## src/rtl/reloj_hhmmss_pkg.sv

```systemverilog
// rtl/reloj_hhmmss_pkg.sv - shared constants, scan states and 7-segment helper for the clock
// Purpose: BCD limits, active-low 7-segment patterns {g,f,e,d,c,b,a}, blank pattern,
//          display scan state type and the digit-to-segment encoder.
// Ports:   none (package).
package reloj_hhmmss_pkg;

   localparam logic [3:0] BCD_UNITS_MAX = 4'd9;   // last units digit of any field
   localparam logic [3:0] BCD_TENS_MAX  = 4'd5;   // last tens digit of minutes/seconds
   localparam logic [3:0] HR_TENS_MAX   = 4'd2;   // hours tens at 2x ...
   localparam logic [3:0] HR_UNITS_MAX  = 4'd3;   // ... stop at 23

   localparam logic [6:0] SEG_BLANK = 7'b1111111;

   localparam logic [0:9][6:0] SEG_TABLE = {
      7'b1000000,  // 0
      7'b1111001,  // 1
      7'b0100100,  // 2
      7'b0110000,  // 3
      7'b0011001,  // 4
      7'b0010010,  // 5
      7'b0000010,  // 6
      7'b1111000,  // 7
      7'b0000000,  // 8
      7'b0010000   // 9
   };

   typedef enum logic [1:0] {
      SCAN_MIN_U = 2'd0,
      SCAN_MIN_T = 2'd1,
      SCAN_HR_U  = 2'd2,
      SCAN_HR_T  = 2'd3
   } scan_e;

   function automatic logic [6:0] seg_encode(input logic [3:0] d);
      if (d > BCD_UNITS_MAX) begin
         return SEG_BLANK;
      end
      return SEG_TABLE[d];
   endfunction

endpackage

```

## src/rtl/reloj_hhmmss_if.sv

```systemverilog
// rtl/reloj_hhmmss_if.sv - pulse/button inputs and time/display outputs of the clock
// Purpose: bundles everything except F1/rst_n.
// Ports:   tick_1hz, tick_scan, btn_min, btn_hr (into the clock);
//          time_bcd[23:0], an[3:0], seg[6:0], dp (out of the clock).
//          slave = clock side, master = driver/observer side.
interface reloj_hhmmss_if;
   logic        tick_1hz;
   logic        tick_scan;
   logic        btn_min;
   logic        btn_hr;
   logic [23:0] time_bcd;
   logic [3:0]  an;
   logic [6:0]  seg;
   logic        dp;

   modport slave (
      input  tick_1hz, tick_scan, btn_min, btn_hr,
      output time_bcd, an, seg, dp
   );

   modport master (
      output tick_1hz, tick_scan, btn_min, btn_hr,
      input  time_bcd, an, seg, dp
   );
endinterface

```

## src/rtl/btn_debounce.sv

```systemverilog
// rtl/btn_debounce.sv - 2-FF synchronizer, level debouncer and rising-edge set pulse
// Purpose: accepts a new button level only after DEB_CYCLES consecutive equal
//          synchronized samples; emits one F1-cycle pulse when 1 is accepted.
// Ports:   F1 clock, rst_n async active-low reset, i_btn raw button,
//          o_pulse registered single-cycle set pulse.
module btn_debounce #(
   parameter int DEB_CYCLES = 50000
) (
   input  logic F1,
   input  logic rst_n,
   input  logic i_btn,
   output logic o_pulse
);

   localparam int              CNT_W    = 20;
   localparam logic [CNT_W-1:0] CNT_LAST = CNT_W'(DEB_CYCLES - 1);

   logic             r_sync1;
   logic             r_sync2;
   logic             r_level;
   logic             r_pulse;
   logic [CNT_W-1:0] r_cnt;

   // r_cnt counts consecutive samples that disagree with the accepted level;
   // any sample equal to the accepted level restarts the count.
   always_ff @(posedge F1 or negedge rst_n) begin
      if (!rst_n) begin
         r_sync1 <= 1'b0;
         r_sync2 <= 1'b0;
         r_level <= 1'b0;
         r_pulse <= 1'b0;
         r_cnt   <= '0;
      end else begin
         r_sync1 <= i_btn;
         r_sync2 <= r_sync1;
         r_pulse <= 1'b0;
         if (r_sync2 == r_level) begin
            r_cnt <= '0;
         end else if (r_cnt == CNT_LAST) begin
            r_cnt   <= '0;
            r_level <= r_sync2;
            r_pulse <= r_sync2;
         end else begin
            r_cnt <= r_cnt + 1'b1;
         end
      end
   end

   assign o_pulse = r_pulse;

endmodule

```

## src/rtl/reloj_hhmmss.sv

```systemverilog
// rtl/reloj_hhmmss.sv - 24-hour BCD clock with button setting and 4-digit scanned display
// Purpose: counts hh:mm:ss on tick_1hz, applies debounced minute/hour set pulses,
//          scans mm/hh onto a multiplexed active-low 7-segment display.
// Ports:   F1 clock, rst_n async active-low reset,
//          bus (slave): tick_1hz, tick_scan, btn_min, btn_hr in;
//                       time_bcd, an, seg, dp out (all registered).
module reloj_hhmmss
   import reloj_hhmmss_pkg::*;
#(
   parameter int DEB_CYCLES = 50000
) (
   input logic           F1,
   input logic           rst_n,
   reloj_hhmmss_if.slave bus
);

   logic w_set_min;
   logic w_set_hr;

   btn_debounce #(.DEB_CYCLES(DEB_CYCLES)) u_deb_min (
      .F1      (F1),
      .rst_n   (rst_n),
      .i_btn   (bus.btn_min),
      .o_pulse (w_set_min)
   );

   btn_debounce #(.DEB_CYCLES(DEB_CYCLES)) u_deb_hr (
      .F1      (F1),
      .rst_n   (rst_n),
      .i_btn   (bus.btn_hr),
      .o_pulse (w_set_hr)
   );

   // ---------------- time counter ----------------
   logic [3:0] r_hr_t, r_hr_u, r_min_t, r_min_u, r_sec_t, r_sec_u;

   logic       w_sec_wrap, w_min_wrap, w_hr_wrap;
   logic [3:0] w_sec_u_inc, w_sec_t_inc, w_min_u_inc, w_min_t_inc, w_hr_u_inc, w_hr_t_inc;

   always_comb begin
      w_sec_wrap  = (r_sec_t == BCD_TENS_MAX) && (r_sec_u == BCD_UNITS_MAX);
      w_min_wrap  = (r_min_t == BCD_TENS_MAX) && (r_min_u == BCD_UNITS_MAX);
      w_hr_wrap   = (r_hr_t == HR_TENS_MAX) && (r_hr_u == HR_UNITS_MAX);

      w_sec_u_inc = (r_sec_u == BCD_UNITS_MAX) ? 4'd0 : r_sec_u + 4'd1;
      w_sec_t_inc = (r_sec_u != BCD_UNITS_MAX) ? r_sec_t :
                    (w_sec_wrap ? 4'd0 : r_sec_t + 4'd1);
      w_min_u_inc = (r_min_u == BCD_UNITS_MAX) ? 4'd0 : r_min_u + 4'd1;
      w_min_t_inc = (r_min_u != BCD_UNITS_MAX) ? r_min_t :
                    (w_min_wrap ? 4'd0 : r_min_t + 4'd1);
      // 23 -> 00 overrides the normal units/tens rollover
      w_hr_u_inc  = w_hr_wrap ? 4'd0 :
                    ((r_hr_u == BCD_UNITS_MAX) ? 4'd0 : r_hr_u + 4'd1);
      w_hr_t_inc  = w_hr_wrap ? 4'd0 :
                    ((r_hr_u == BCD_UNITS_MAX) ? r_hr_t + 4'd1 : r_hr_t);
   end

   // Set pulses take priority: a tick in the same cycle is dropped.
   always_ff @(posedge F1 or negedge rst_n) begin
      if (!rst_n) begin
         r_hr_t  <= 4'd0;
         r_hr_u  <= 4'd0;
         r_min_t <= 4'd0;
         r_min_u <= 4'd0;
         r_sec_t <= 4'd0;
         r_sec_u <= 4'd0;
      end else if (w_set_min || w_set_hr) begin
         if (w_set_min) begin
            r_min_u <= w_min_u_inc;
            r_min_t <= w_min_t_inc;
            r_sec_u <= 4'd0;
            r_sec_t <= 4'd0;
         end
         if (w_set_hr) begin
            r_hr_u <= w_hr_u_inc;
            r_hr_t <= w_hr_t_inc;
         end
      end else if (bus.tick_1hz) begin
         r_sec_u <= w_sec_u_inc;
         r_sec_t <= w_sec_t_inc;
         if (w_sec_wrap) begin
            r_min_u <= w_min_u_inc;
            r_min_t <= w_min_t_inc;
            if (w_min_wrap) begin
               r_hr_u <= w_hr_u_inc;
               r_hr_t <= w_hr_t_inc;
            end
         end
      end
   end

   assign bus.time_bcd = {r_hr_t, r_hr_u, r_min_t, r_min_u, r_sec_t, r_sec_u};

   // ---------------- display scan ----------------
   scan_e      r_scan;
   scan_e      w_scan_next;
   logic [3:0] w_an;
   logic [3:0] w_digit;
   logic       w_dp;
   logic [3:0] r_an;
   logic [6:0] r_seg;
   logic       r_dp;

   always_ff @(posedge F1 or negedge rst_n) begin
      if (!rst_n) begin
         r_scan <= SCAN_MIN_U;
      end else begin
         r_scan <= w_scan_next;
      end
   end

   // Outputs are decoded from the next index so the digit change lands on the
   // same edge as the index change.
   always_comb begin
      w_scan_next = r_scan;
      w_an        = 4'b1110;
      w_digit     = r_min_u;
      if (bus.tick_scan) begin
         case (r_scan)
            SCAN_MIN_U: w_scan_next = SCAN_MIN_T;
            SCAN_MIN_T: w_scan_next = SCAN_HR_U;
            SCAN_HR_U:  w_scan_next = SCAN_HR_T;
            default:    w_scan_next = SCAN_MIN_U;
         endcase
      end
      case (w_scan_next)
         SCAN_MIN_U: begin w_an = 4'b1110; w_digit = r_min_u; end
         SCAN_MIN_T: begin w_an = 4'b1101; w_digit = r_min_t; end
         SCAN_HR_U:  begin w_an = 4'b1011; w_digit = r_hr_u;  end
         default:    begin w_an = 4'b0111; w_digit = r_hr_t;  end
      endcase
      // colon lit on the hours-units digit during even seconds
      w_dp = ~((w_scan_next == SCAN_HR_U) && !r_sec_u[0]);
   end

   always_ff @(posedge F1 or negedge rst_n) begin
      if (!rst_n) begin
         r_an  <= 4'b1110;
         r_seg <= SEG_TABLE[0];
         r_dp  <= 1'b1;
      end else begin
         r_an  <= w_an;
         r_seg <= seg_encode(w_digit);
         r_dp  <= w_dp;
      end
   end

   assign bus.an  = r_an;
   assign bus.seg = r_seg;
   assign bus.dp  = r_dp;

endmodule

```

## src/flat_wrapper.sv

```systemverilog
// flat-port wrapper written by rule: the top's interface ports become plain ports
module reloj_hhmmss_flat import reloj_hhmmss_pkg::*;
#(
   parameter int DEB_CYCLES = 50000
)
  (F1, rst_n, bus_tick_1hz, bus_tick_scan, bus_btn_min, bus_btn_hr, bus_time_bcd, bus_an, bus_seg, bus_dp);
  reloj_hhmmss_if bus_i ();
  input logic F1;
  input logic rst_n;
  input wire logic [$bits(bus_i.tick_1hz)-1:0] bus_tick_1hz;
  input wire logic [$bits(bus_i.tick_scan)-1:0] bus_tick_scan;
  input wire logic [$bits(bus_i.btn_min)-1:0] bus_btn_min;
  input wire logic [$bits(bus_i.btn_hr)-1:0] bus_btn_hr;
  output wire logic [$bits(bus_i.time_bcd)-1:0] bus_time_bcd;
  output wire logic [$bits(bus_i.an)-1:0] bus_an;
  output wire logic [$bits(bus_i.seg)-1:0] bus_seg;
  output wire logic [$bits(bus_i.dp)-1:0] bus_dp;
  assign bus_i.tick_1hz = bus_tick_1hz;
  assign bus_i.tick_scan = bus_tick_scan;
  assign bus_i.btn_min = bus_btn_min;
  assign bus_i.btn_hr = bus_btn_hr;
  assign bus_time_bcd = bus_i.time_bcd;
  assign bus_an = bus_i.an;
  assign bus_seg = bus_i.seg;
  assign bus_dp = bus_i.dp;
  reloj_hhmmss #(.DEB_CYCLES(DEB_CYCLES)) u_core (.F1(F1), .rst_n(rst_n), .bus(bus_i));
endmodule
```

## config.mk

```make
export PLATFORM = sky130hd
export DESIGN_NAME = reloj_hhmmss_flat
export DESIGN_NICKNAME = d
export VERILOG_FILES = /design/src/rtl/reloj_hhmmss_pkg.sv /design/src/rtl/reloj_hhmmss_if.sv /design/src/rtl/btn_debounce.sv /design/src/rtl/reloj_hhmmss.sv /design/src/flat_wrapper.sv
export SDC_FILE = /design/constraint.sdc
export NUM_CORES = 1
export LEC_CHECK = 0
export CAP_MARGIN = 20
export CELL_PAD_IN_SITES_DETAIL_PLACEMENT = 0
export CELL_PAD_IN_SITES_GLOBAL_PLACEMENT = 1
export CORE_UTILIZATION = 45
export DETAILED_ROUTE_END_ITERATION = 6
export GPL_TIMING_DRIVEN = 0
export PLACE_DENSITY_LB_ADDON = 0.25
export SLEW_MARGIN = 30
export SYNTH_ARGS = -nofsm -noshare
export SYNTH_HDL_FRONTEND = slang
export SYNTH_SLANG_ARGS = --single-unit
```

## constraint.sdc

```tcl
create_clock -name F1 -period 4.97 [get_ports F1]
set_clock_uncertainty 0.1 [all_clocks]
set_input_delay 0.994 -clock F1 [delete_from_list [all_inputs] [get_ports F1]]
set_output_delay 0.994 -clock F1 [all_outputs]
set_load 0.005 [all_outputs]
```

# After elaboration in Yosys (flattened, before gate mapping)
# Memories as Yosys holds them, arrays and structs flattened.
# Index checks and enable logic that the tools add are counted.
[totals]
ff_bits = 86
romBits = 112
output_inout_bits = 36
mem_count = 1
[mem_list]
columns = ["name", "depth", "width", "read_ports", "rd_ports_with_merged_regs", "wr", "line_no", "rtl"]
rows = [
  ["(no name shown)", 16, 7, 1, 0, 0, "reloj_hhmmss_pkg.sv:38", "return SEG_TABLE[d];"],
]
[classes]
add_sub_neg = 8
magnitude_cmp = 2
n_eq_ne = 20
n_mux = 50
bitwise = 4
reduce_logical = 17
[ops]
columns = ["op", "n"]
rows = [
  ["$mux 4", 33],
  ["$mux 20", 4],
  ["$add 20x1->20 const B", 2],
  ["$eq 20x16->1 const B", 2],
  ["$mux 7", 4],
  ["$add 4x1->4 const B", 6],
  ["$pmux 4 s3", 2],
  ["$eq 4x4->1 const B", 3],
  ["$eq 4x2->1 const B", 2],
  ["$eq 4x3->1 const B", 2],
  ["$ne 4x4->1 const B", 2],
  ["$ne 2x2->1 const B", 3],
  ["$pmux 2 s3", 1],
  ["$reduce_and 2->1", 3],
  ["$reduce_and 3->1", 2],
  ["$reduce_bool 2->1", 3],
  ["$ge 5x5->1 const B", 1],
  ["$mux 1", 5],
  ["$not 4->5", 1],
  ["$eq 2x1->1 const B", 2],
  ["$eq 2x2->1 const B", 2],
  ["$gt 4x4->1 const B", 1],
  ["$logic_and 1x1->1", 4],
  ["$logic_not 2->1", 2],
  ["6 further kinds", 9],
]

# Logic depth before layout (Yosys ltp)
# Gate-level depths: netlist of the first run.
[depth]
word_depth = 10
ltp_mapped = 14
ltp_nobuf = 13

# Hierarchy
# From an unflattened synthesis of the first run, not the netlist that was laid out.
[unflattened]
hier_cells = 424
area_unflattened_um2 = 4469.3
[modules_own_cells]
columns = ["mod", "n_inst", "cells_per_inst", "area_each_um2", "seq_area_each_um2"]
rows = [
  ["reloj_hhmmss", 1, 197, 2075.7, 957.2],
  ["btn_debounce (u_core.u_deb_min)", 1, 114, 1201.2, 600.6],
  ["btn_debounce (u_core.u_deb_hr)", 1, 113, 1192.4, 600.6],
]

# Least setup slack after synthesis of the first run
# No wires, ideal clock.
[synth_timing]
kind = "input to register"
startpoint = "in bus_tick_scan"
endpoint = "reg u_core.r_seg[1], in the netlist u_core.bus.seg[1]"
setup_ns = 0.078
arrival_time_ns = 3.078
slack_ns = 1.715
stages = 10
path_buffers = 1
path_cell_list = "mux2i_2 inv_2 buf_6 mux2i_1 mux2i_1 inv_1 ha_1 o311a_1 a31oi_2 a21boi_1"
[synth_between]
elab_chain_len = 8
word_cells_on_any_way = 12
cone_classes = "order compare: 1; eq/ne: 2; mux: 6; bitwise: 1; reduce/logical: 1; memory: 1"
[synth_lines]
columns = ["item", "line_no", "rtl"]
rows = [
  ["start, declared", "flat_wrapper.sv:11", "input wire logic [$bits(bus_i.tick_scan)-1:0] bus_tick_scan;"],
  ["$mux 2 (*)", "reloj_hhmmss.sv:118", "if (bus.tick_scan) begin"],
  ["named net u_core.w_scan_next[1]", "reloj_hhmmss.sv:96", "scan_e w_scan_next;"],
  ["$eq 2x2->1 (tied with other cells)", "reloj_hhmmss.sv:126", "case (w_scan_next)"],
  ["$pmux 4 s3 (*)", "reloj_hhmmss.sv:126", ""],
  ["$not 4->5 (implied by the code)", "reloj_hhmmss_pkg.sv:38", ""],
  ["$mem_v2 16x7", "--", ""],
  ["$mux 7 (implied by the code) (2 in a row)", "reloj_hhmmss_pkg.sv:38", ""],
  ["$mux 7 (*)", "reloj_hhmmss_pkg.sv:38", ""],
  ["end signal, assigned", "reloj_hhmmss.sv:139", "r_seg <= SEG_TABLE[0];"],
  ["end signal, assigned", "reloj_hhmmss.sv:143", "r_seg <= seg_encode(w_digit);"],
  ["end, declared", "reloj_hhmmss.sv:101", "logic [6:0] r_seg;"],
]
# Mark *: on every way through the listed nets, which the timed path passes. The rest lies on a longest branch. The select of a mux whose other input is x is not followed.
# A chain may end at the register's enable or synchronous reset.

# Worst setup path after layout of the first run
# Ends and elaborated chain as after synthesis.

==> results of run 1 <==
[power by group through the flow]
stage | combinational [mW] | clock [mW] | sequential (mW)
2_1_floorplan | 0.386 | 0 | 0.852
3_3_place_gp | 0.595 | 0 | 0.848
3_5_place_dp | 0.608 | 0 | 0.850
4_1_cts | 0.611 | 0.549 | 0.837
5_1_grt | 0.685 | 0.572 | 0.848
6_report | 0.603 | 0.531 | 0.836
[cells by family after synthesis]
| logic type | after synthesis | synth area share (%) |
|---|---|---|
| DFF | 86 | 49.1 |
| AOI/OAI and AO/OA | 43 | 7.35 |
| xor gates and xnor gates | 43 | 8.57 |
| muxes | 20 | 5.21 |
| and+or+nand+nor | 187 | 21.1 |
| adders and majority gates | 21 | 5.98 |
| buffers and inverters | 24 | 2.65 |
[cell type report]
cell class	count	area [um^2]	share of cell area (%)
Buffer	9	60.1	1.15
Clock buffer	9	124	2.38
Clock inverter	7	88.8	1.71
Inverter	15	56.3	1.08
Multi-Input combinational cell	314	2120	40.7
Sequential cell	86	2160	41.4
Tap cell	129	161	3.10
Timing Repair Buffer	42	439	8.43
[metal layers]
metal	part of all wire (%)	GRT usage, %	up-vias
met2	47	30.5	54
met3	2.8	2.70	11
met1	49	23.6	1490
met5	0	0	-
met4	1.6	7.69	0
li1	-	-	1571
[worst paths after layout]
check	startpoint	endpoint	slack [ps]	depth (start not counted)
worst max-delay path	bus_tick_scan	u_core.bus.seg[1]$_DFF_PN0_	1090	12
max in group asynchronous	rst_n	u_core.u_deb_hr.r_cnt[19]$_DFF_PN0_	3810	2
worst min-delay path	u_core.u_deb_hr.r_sync1$_DFF_PN0_	u_core.u_deb_hr.r_sync2$_DFF_PN0_	260	0
worst max register to register	u_core.r_scan[0]$_DFF_PN0_	u_core.bus.seg[1]$_DFF_PN0_	1640	13
min in group asynchronous	rst_n	u_core.r_sec_u[3]$_DFFE_PN0P_	400	1
worst min register to register	u_core.u_deb_hr.r_sync1$_DFF_PN0_	u_core.u_deb_hr.r_sync2$_DFF_PN0_	260	0
[state kept, by name (all words and copies together) (netlist names)]
name / cells
u_core.u_deb_min.r_sync1: 1
u_core.r_min_t: 4
u_core.r_sec_t: 4
u_core.r_min_u: 4
u_core.u_deb_min.r_level: 1
u_core.u_deb_min.r_cnt: 20
u_core.r_hr_u: 4
u_core.u_deb_hr.r_sync2: 1
u_core.u_deb_min.r_sync2: 1
u_core.r_sec_u: 4
u_core.u_deb_hr.r_level: 1
u_core.u_deb_hr.r_cnt: 20
u_core.r_hr_t: 4
u_core.bus.seg: 7
u_core.r_scan: 2
u_core.bus.an: 4
u_core.u_deb_hr.r_sync1: 1
u_core.u_deb_min.o_pulse: 1
u_core.bus.dp: 1
u_core.u_deb_hr.o_pulse: 1
[worst max-delay path: stages]
cell and delay [ps]:
sky130_fd_sc_hd__clkdlybuf4s50_1 540, sky130_fd_sc_hd__mux2i_2 420, sky130_fd_sc_hd__inv_2 90, sky130_fd_sc_hd__buf_6 160, sky130_fd_sc_hd__mux2i_1 110, sky130_fd_sc_hd__mux2i_1 470, sky130_fd_sc_hd__inv_1 170, sky130_fd_sc_hd__ha_1 320
sky130_fd_sc_hd__nor2_1 230, sky130_fd_sc_hd__nand2b_1 100, sky130_fd_sc_hd__a31oi_2 250, sky130_fd_sc_hd__a21boi_1 200
[cells in the final DEF, fill, tap and decap left out, types with 5 or more instances in the layout]
cell / count
sky130_fd_sc_hd__nor3_1: 9
sky130_fd_sc_hd__nor2b_1: 8
sky130_fd_sc_hd__xor2_1: 22
sky130_fd_sc_hd__o31ai_1: 5
sky130_fd_sc_hd__and3_1: 5
sky130_fd_sc_hd__nand4_1: 10
sky130_fd_sc_hd__mux2_2: 6
sky130_fd_sc_hd__dfrtp_1: 81
sky130_fd_sc_hd__nor2_1: 64
sky130_fd_sc_hd__mux2i_1: 11
sky130_fd_sc_hd__xnor2_1: 21
sky130_fd_sc_hd__o21ai_0: 14
sky130_fd_sc_hd__dfstp_2: 5
sky130_fd_sc_hd__nand3_1: 26
sky130_fd_sc_hd__inv_1: 13
sky130_fd_sc_hd__nand2_1: 30
sky130_fd_sc_hd__clkbuf_8: 9
sky130_fd_sc_hd__nand2b_1: 6
sky130_fd_sc_hd__ha_1: 21
sky130_fd_sc_hd__clkdlybuf4s50_1: 40
sky130_fd_sc_hd__nor4_1: 8
==> run metrics, run 1 <==
total of cells resized after clock tree synthesis=0; post-layout instance count excluding filler cells=611; Post-synth top cells=81 x sky130_fd_sc_hd__dfrtp_1, 64 x sky130_fd_sc_hd__nor2_1, 30 x sky130_fd_sc_hd__nand2_1; clock latency on the worst-skew pair=350 ps; fraction of layout cells with a size suffix above 1=10.8%; number of different library cells in the post-synthesis netlist=60; antenna viol nets, final=0; effective utilization at floorplan=47.1%; max-capacitance violation count=0; level count of the clock H-tree=3; CTS clock-pin slew for the worst setup and hold paths=90 ps; most frequently used cell type in the post-synthesis netlist=sky130_fd_sc_hd__dfrtp_1; ratio of total power to cell area=378 mW/mm^2; switching pwr=0.595 mW; number of buffers added on ports=41; sequential share of power=42.4%; yosys warns=0; top flip-flop cell by instance count after synthesis=sky130_fd_sc_hd__dfrtp_1; critical-path maximum fanout=10; Startpoint Class=input pin; sum of negative setup slack=0 ps; cts bufs inserted=9; Logic pwr share=30.6%; synthesized area per cell=10.4 um^2; buffer depth of the longest clock path=2; width of the die=101 um; Placeable Area=0.00933 mm^2; share of the synthesized area in the top cell type=46.1%; Tmin final=3880 ps; final hold viol count=0; count of buffers added by post-CTS timing repair for setup=0; cell internal power dissipation=1.37 mW; nets@finish=504; cell count after placement=595; clock tree root driver cell=sky130_fd_sc_hd__clkbuf_8; via count of the first global-routing pass=3159; Setup Crit Path Kind=input pin to register; global-route congestion overflow total=0; clock network fraction of total power=27.0%; top-level I/O count=42; number of antenna violations at the first check in global routing=0; die area=0.0102 mm^2; relative max-transition margin=59.5%; number of search-and-repair iterations in the first detailed-routing pass=4; crit path setup slack, layout=1090 ps; fill count=859; Critical Path RT=5150 ps; final core utilization=55.8%; total non-filler cell area in the finished layout=0.00521 mm^2; data arrival time at the worst-slack endpoint=4060 ps; peak ir drop on the vdd network=147 uV; pin count of the biggest net entering global routing=58; count of mapped cells out of synthesis=424; die span in y=101 um; final estimated routing congestion in global placement=0.806; average wire length per cell after detail routing=13.3 um; wire length of the first global-routing pass=14500 um; area post-placement=0.00499 mm^2; actual slew at the worst max-slew pin=602 ps; layout overhead on the synthesized area=18.5%; highest clock frequency the design can meet=258 MHz; post-detailed-placement half-perimeter wirelength=5840 um; class of the tightest hold or removal check=register to register; Sw Ratio=30.2%; Final period util=78.1%; max-slew violations=0; DRC violation total after the first TritonRoute iteration=70; post-synth top area cell=sky130_fd_sc_hd__dfrtp_1; unrepaired setup endpoints after global routing=false; post-synthesis net count=451; Detailed Route WL=8140 um; post-detailed-route via-to-cell ratio=5.12; number of enable-type register cells in the synthesized netlist=0; cell types occupying the most area after synthesis=sky130_fd_sc_hd__dfrtp_1 46%, sky130_fd_sc_hd__ha_1 6.0%, sky130_fd_sc_hd__nor2_1 5.5%; sequential share of the synthesized area=49.1%; DR vias=3126; hold buffer count at cts=0; Global Route Usage Sum=18.2%; count of clock tree sinks=86; leakage=2.27 nW; Setup crit end kind=register; Post-synth ARST share=100%; number of failing setup endpoints in the final timing report=0; number of synthesized register bits=86; number of placement rows=35; TritonCTS clock tree=done; result of the run=finished clean; pre-CTS WS=707 ps; hold slack=257 ps; drt drc=0; cell area after synthesis=0.00439 mm^2; total power draw=1.97 mW; antenna diode count=0
(Power assumes the default switching activity.)
==> run 2, diff against run 1 <==
==> constraint.sdc (replaced) <==
create_clock -name F1 -period 4 [get_ports F1]
set_clock_uncertainty 0.1 [all_clocks]
set_input_delay 0.8 -clock F1 [delete_from_list [all_inputs] [get_ports F1]]
set_output_delay 0.8 -clock F1 [all_outputs]
set_load 0.005 [all_outputs]
==> results of run 2 <==
The final DEF is identical to that of run 1. Status: finished clean.
Main changes from that run: setup slack after placement 707 ps -> -69.3 ps; setup slack after layout 1090 ps -> 314 ps; hold slack 257 ps -> 205 ps; register-to-register setup slack 1640 ps -> 670 ps; total power 1.97 mW -> 2.45 mW; worst IR drop on VDD 147 uV -> 182 uV
==> run 3, diff against run 2 <==
--- a/config.mk
+++ b/config.mk
@@ -12,6 +12,7 @@
 export DETAILED_ROUTE_END_ITERATION = 6
 export GPL_TIMING_DRIVEN = 0
 export PLACE_DENSITY_LB_ADDON = 0.25
+export SKIP_CTS_REPAIR_TIMING = 1
 export SLEW_MARGIN = 30
 export SYNTH_ARGS = -nofsm -noshare
 export SYNTH_HDL_FRONTEND = slang
==> results of run 3 <==
The final DEF is identical to that of run 1. Status: finished clean.
Main changes from that run: setup slack after placement 707 ps -> -69.3 ps; setup slack after layout 1090 ps -> 314 ps; hold slack 257 ps -> 205 ps; register-to-register setup slack 1640 ps -> 670 ps; total power 1.97 mW -> 2.45 mW; worst IR drop on VDD 147 uV -> 182 uV
